===== config.mk =====
export PLATFORM = sky130hd
export DESIGN_NAME = lead_gain_ramp
export DESIGN_NICKNAME = d
export VERILOG_FILES = /design/src/rtl/lead_gain_ramp.sv
export SDC_FILE = /design/constraint.sdc
export NUM_CORES = 1
export LEC_CHECK = 0
export BUFFER_PORTS_ARGS = -buffer_cell sky130_fd_sc_hd__clkbuf_2
export CORE_MARGIN = 4
export CORE_UTILIZATION = 50
export DETAILED_ROUTE_END_ITERATION = 8
export MAX_ROUTING_LAYER = met4
export PLACE_DENSITY = 0.7
export SYNTH_ARGS = -nofsm -noshare
export SYNTH_HDL_FRONTEND = slang
export SYNTH_SLANG_ARGS = --single-unit

===== constraint.sdc =====
create_clock -name clk -period 10.1 [get_ports clk]
set_input_delay 1.515 -clock clk [delete_from_list [all_inputs] [get_ports clk]]
set_output_delay 1.515 -clock clk [all_outputs]
set_load 0.01 [all_outputs]

===== src/rtl/lead_gain_ramp.sv =====
// lead_gain_ramp: lead-path gain stage for the carrier/symbol tracking loops.
// Scales a signed loop error by 2^(curGain - SHIFT_OFFSET) with saturation.
// In track mode the exponent is reduced by acqTrackControl. The gain reaches
// that lower exponent one step per RAMP_LEN sample strobes, so entering track
// does not cause a transient in the loop.
// Build option: define LEAD_GAIN_RAMP_EN to enable the gradual ramp. Without
// it, curGain follows the target exponent one clock later with no ramp.
module lead_gain_ramp #(
    parameter int IN_W         = 12,
    parameter int OUT_W        = 40,
    parameter int EXP_W        = 5,
    parameter int CTL_W        = 2,
    parameter int SHIFT_OFFSET = 3,
    parameter int RAMP_LEN     = 16
) (
    input  logic             clk,
    input  logic             reset_n,
    input  logic             clkEn,
    input  logic [IN_W-1:0]  error,
    input  logic [CTL_W-1:0] acqTrackControl,
    input  logic             track,
    input  logic [EXP_W-1:0] leadExp,
    output logic [OUT_W-1:0] leadError,
    output logic             leadValid,
    output logic             saturated,
    output logic             ramping,
    output logic [EXP_W-1:0] curGain
);

    // Intermediate width holds the largest left shift of the error exactly.
    localparam int WIDE = IN_W + (1 << EXP_W) + 1;
    localparam int EW   = (WIDE > OUT_W) ? WIDE : OUT_W;
    localparam logic signed [EW-1:0] MAXV = {{(EW-OUT_W+1){1'b0}}, {(OUT_W-1){1'b1}}};
    localparam logic signed [EW-1:0] MINV = {{(EW-OUT_W+1){1'b1}}, {(OUT_W-1){1'b0}}};

    logic [EXP_W-1:0]       r_gain;
    logic [OUT_W-1:0]       r_lead;
    logic                   r_valid;
    logic                   r_sat;

    logic signed [EXP_W:0]  w_diff;
    logic [EXP_W-1:0]       w_target;
    logic signed [EW-1:0]   w_ext;
    logic signed [EW-1:0]   w_shf;
    logic [OUT_W-1:0]       w_lead_nxt;
    logic                   w_sat_nxt;
    int                     w_sh;

    assign w_diff = $signed({1'b0, leadExp})
                  - $signed({{(EXP_W+1-CTL_W){1'b0}}, acqTrackControl});

    // Target exponent. An underflowing track reduction clamps to 1, not 0.
    always_comb begin
        w_target = leadExp;
        if (track) begin
            if (w_diff[EXP_W])
                w_target = EXP_W'(1);
            else
                w_target = w_diff[EXP_W-1:0];
        end
    end

    // Scale by the current exponent, then clamp to the output range.
    always_comb begin
        w_ext      = {{(EW-IN_W){error[IN_W-1]}}, error};
        w_sh       = int'(r_gain) - SHIFT_OFFSET;
        w_shf      = '0;
        if (r_gain != '0) begin
            if (w_sh >= 0)
                w_shf = w_ext <<< w_sh;
            else
                w_shf = w_ext >>> (-w_sh);
        end
        w_sat_nxt  = 1'b0;
        w_lead_nxt = w_shf[OUT_W-1:0];
        if (w_shf > MAXV) begin
            w_lead_nxt = MAXV[OUT_W-1:0];
            w_sat_nxt  = 1'b1;
        end else if (w_shf < MINV) begin
            w_lead_nxt = MINV[OUT_W-1:0];
            w_sat_nxt  = 1'b1;
        end
    end

    // Output register: captures the scaled sample on each strobe and holds between strobes.
    always_ff @(posedge clk or negedge reset_n) begin
        if (!reset_n) begin
            r_lead  <= '0;
            r_valid <= 1'b0;
            r_sat   <= 1'b0;
        end else begin
            r_valid <= clkEn;
            if (clkEn) begin
                r_lead <= w_lead_nxt;
                r_sat  <= w_sat_nxt;
            end
        end
    end

`ifdef LEAD_GAIN_RAMP_EN
    localparam logic SETTLED = 1'b0;
    localparam logic RAMPING = 1'b1;
    localparam int   CNT_W   = $clog2(RAMP_LEN) + 1;
    localparam logic [CNT_W-1:0] CNT_RELOAD = CNT_W'(RAMP_LEN - 1);

    logic             r_state;
    logic [CNT_W-1:0] r_cnt;
    logic [EXP_W-1:0] w_gain_dec;

    assign w_gain_dec = r_gain - EXP_W'(1);

    // Gain state machine. Gain increases apply at once; a track-mode decrease
    // steps down one exponent per RAMP_LEN strobes.
    always_ff @(posedge clk or negedge reset_n) begin
        if (!reset_n) begin
            r_state <= SETTLED;
            r_cnt   <= '0;
            r_gain  <= '0;
        end else if (r_state == SETTLED) begin
            if (track && (w_target < r_gain)) begin
                r_state <= RAMPING;
                r_cnt   <= CNT_RELOAD;
            end else begin
                r_gain  <= w_target;
            end
        end else begin
            if (!track || (w_target >= r_gain)) begin
                r_gain  <= w_target;
                r_state <= SETTLED;
                r_cnt   <= '0;
            end else if (clkEn) begin
                if (r_cnt != '0) begin
                    r_cnt <= r_cnt - CNT_W'(1);
                end else begin
                    r_gain <= w_gain_dec;
                    r_cnt  <= CNT_RELOAD;
                    if (w_gain_dec == w_target) begin
                        r_state <= SETTLED;
                        r_cnt   <= '0;
                    end
                end
            end
        end
    end

    assign ramping = (r_state == RAMPING);
`else
    // Without the ramp, the gain follows the target one clock later.
    always_ff @(posedge clk or negedge reset_n) begin
        if (!reset_n)
            r_gain <= '0;
        else
            r_gain <= w_target;
    end

    assign ramping = 1'b0;
`endif

    assign leadError = r_lead;
    assign leadValid = r_valid;
    assign saturated = r_sat;
    assign curGain   = r_gain;

endmodule


==> results_dict.tcl <==
set metrics [dict create \
    clkSlewWorstSetupHoldPaths_ns 0.11 \
    die-area_sq_um 10500 \
    totalPowerFinal_w 0.000849 \
    end_kind "flip-flop" \
    clockBufferDepth 2 \
    fin_tns_setup_ns 0 \
    start_util_pct 51.3 \
    final_util_pct 56.3 \
    syn-cell-area_sq_um 4480 \
    path_class "flip-flop to flip-flop" \
    cts_buffers 5 \
    critPathLaunchType "flip-flop" \
    avgSynthCellArea_sq_um 7.98 \
    firstDrtPassIters 5 \
    cts_setup_buffers 0 \
    die_width_um 103 \
    vias_per_cell 6.43 \
    maxCapViolCount 0 \
    worstHoldStart "leadError[18]" \
    synth-async-reset-ratio_pct 100 \
    synth_seq_cells 47 \
    syn_nets 596 \
    rr_endpoint "leadError[2]" \
    vias 4552 \
    coreArea_sq_um 8720 \
    p_clk_share_pct 18.5 \
    min_to "leadError[18]" \
    grt_use_total_pct 28.5 \
    ys.flop_type "dfrtp_1" \
    yosysTopAreaCell "dfrtp_1" \
    fin_crit_sh_pct 47.4 \
    synth_cells 561 \
    reg2regPathDepth 13 \
    status "completed" \
    drc 0 \
    r2r_slack_ns 5.32 \
    fp.dieH_um 103 \
    setup_viol 0 \
    final_nets 634 \
    yosysUniqueCellTypes 77 \
    rsz0062_at_grt "false" \
    dp_hpwl_mm 10.8 \
    power.density_nw_per_um2 173 \
    max_slew_margin_pct 31.5 \
    crit_fanout 20 \
    cts_root_buf "clkbuf_8" \
    hold_path.class "flip-flop to flip-flop" \
    instances_no_fill 708 \
    p_int_w 0.000470 \
    dpl_worst_slack_ns 5.38 \
    fin_skew_ns 0.0144 \
    yosysSeqAreaShare_pct 26.3 \
    overflow 0 \
    drt_iter0_drc 398 \
    slew_violations 0 \
    grt_pass1_wl_mm 22.7 \
    fmaxAchievable_mhz 209 \
    portBuffers 69 \
    gp_congestion 0.934 \
    synth.top_cell.area_share_pct 26.3 \
    final.min_clock_period_ns 4.78 \
    drive_gt1_share_pct 22.0 \
    cts_htree_levels 2 \
    diodes 0 \
    cp.required_ns 10.26 \
    clock_sinks 47 \
    cts_tree "built" \
    cts_hold_buf 0 \
    synth-edff-count 0 \
    peakVddDrop_mv 0.0762 \
    ys_top_cells_by_area "dfrtp_1 26%, nor2_1 6.1%, nand2_1 4.9%" \
    p_switching_w 0.000379 \
    antenna_found_initial 0 \
    p_comb_share_pct 51.8 \
    syn2layout_area_growth_pct 9.70 \
    fin_ws_ns 5.32 \
    ys_warn_count 0 \
    drt_wl_total_mm 14.5 \
    grt_pass1_vias 4255 \
    worst_slew_pin_slew_ns 1.02 \
    rows 34 \
    worstSkewPairLatency_ns 0.32 \
    drtAntennaViolNets 0 \
    grt_max_degree 48 \
    cts_resized 0 \
    wire_per_inst_um 20.5 \
    hold_viol_final 0 \
    io_pins 71 \
    p_leak_nw 2.07 \
    worstPathArrival_ns 4.95 \
    p_seq_share_pct 29.7 \
    timing.rr.start "curGain[3]" \
    min_path_cells 2 \
    dpl.cell_count 700 \
    switching_share_pct 44.6 \
]
[stage by stage]
stage / hold WS [ns] / instance area [sq um]
detailed placement: 0.502 / 4790
finish: 0.521 / 4910
global route: 0.544 / 4910
global placement: 0.485 / 4790
CTS: 0.525 / 4910
floorplan: 0.526 / 4480
[layer usage]
| layer | share of wire [%] | vias to the layer above | track usage [%] | wire (um) |
|---|---|---|---|---|
| met5 | 0 | - | - | 0 |
| met4 | 2.0 | 0 | 7.87 | 284 |
| met3 | 7.2 | 31 | 4.13 | 1050 |
| met2 | 47 | 218 | 45.2 | 6830 |
| met1 | 44 | 2147 | 38.0 | 6330 |
| li1 | - | 2156 | - | - |
[power groups by stage]
stage | Clock [W] | Combinational [W] | Sequential (W)
2_1_floorplan | 0 | 0.000282 | 0.000269
3_3_place_gp | 0 | 0.000431 | 0.000255
3_5_place_dp | 0 | 0.000432 | 0.000256
4_1_cts | 0.000159 | 0.000433 | 0.000253
5_1_grt | 0.000165 | 0.000476 | 0.000258
6_report | 0.000157 | 0.000439 | 0.000252
[worst max-delay path by stage]
stage          startpoint           end  slack (ns)  depth (start not counted)
5_1_grt        curGain[3]  leadError[2]        4.90                         13
4_1_cts        curGain[3]  leadError[2]        5.37                         13
3_3_place_gp   curGain[3]  leadError[2]        5.54                         13
2_1_floorplan  curGain[0]  leadError[2]        6.28                         16
6_report       curGain[3]  leadError[2]        5.32                         13
3_5_place_dp   curGain[3]  leadError[2]        5.38                         13
[synth_stat cells (8+ instances only)]
library cell,count
mux2i_1,13
a31oi_1,11
mux4_2,9
nand3_1,14
mux2_2,8
o22ai_1,13
clkbuf_1,19
o21ai_0,28
dfrtp_1,47
nor2_1,73
nand2_1,58
a21oi_1,41
buf_2,20
ha_1,11
nor3_1,14
buf_4,8
nor2b_1,8
inv_1,12
a211oi_1,13
[cells in the final DEF, fill, tap and decap left out, drive strengths merged, types with 7 or more instances in the layout]
cell / Yosys / final
a211oi: 14 / 14
a21boi: 8 / 8
a21oi: 43 / 43
a31oi: 11 / 11
buf: 29 / 10
clkbuf: 19 / 75
dfrtp: 47 / 47
ha: 11 / 11
inv: 13 / 14
mux2: 8 / 8
mux2i: 13 / 13
mux4: 9 / 9
nand2: 60 / 60
nand3: 14 / 14
nor2: 73 / 73
nor2b: 8 / 8
nor3: 15 / 15
o21ai: 33 / 33
o22ai: 17 / 17
o32ai: 8 / 8
xnor2: 7 / 7
[critical path: stages (launching register included)]
cell      delay [ns]
dfrtp_1         0.78
clkinv_1        0.45
xnor2_1         0.23
buf_4           0.21
nor3_1          0.56
nand2_1         0.12
ha_1            0.31
nor4bb_1        0.40
nand4_1         0.35
nor2_1          0.46
a21oi_1         0.13
a311o_1         0.35
a21oi_1         0.15
o32ai_1         0.11
[cell families after synthesis]
group	count (synthesis)	synth area share [%]
buffers and inverters	64	6.76
other	1	0.0837
muxes	30	9.44
DFF	47	26.3
AOI/OAI and AO/OA	190	30.0
adders and majority gates	12	3.52
xor gates and xnor gates	9	1.76
and+or+nand+nor	208	22.2
[flip-flops by register name, summed over array words and instances, names as in the netlist]
register / flops
saturated: 1
curGain: 5
leadValid: 1
leadError: 40
[area by class of cell]
class	instances	area, sq um
Clock buffer	6	82.6
Clock inverter	2	38.8
Fill cell	822	3810
Inverter	16	60.1
Multi-Input combinational cell	450	3000
Sequential cell	47	1180
Tap cell	108	135
Timing Repair Buffer	79	420
Power figures use the tool's default switching activity.
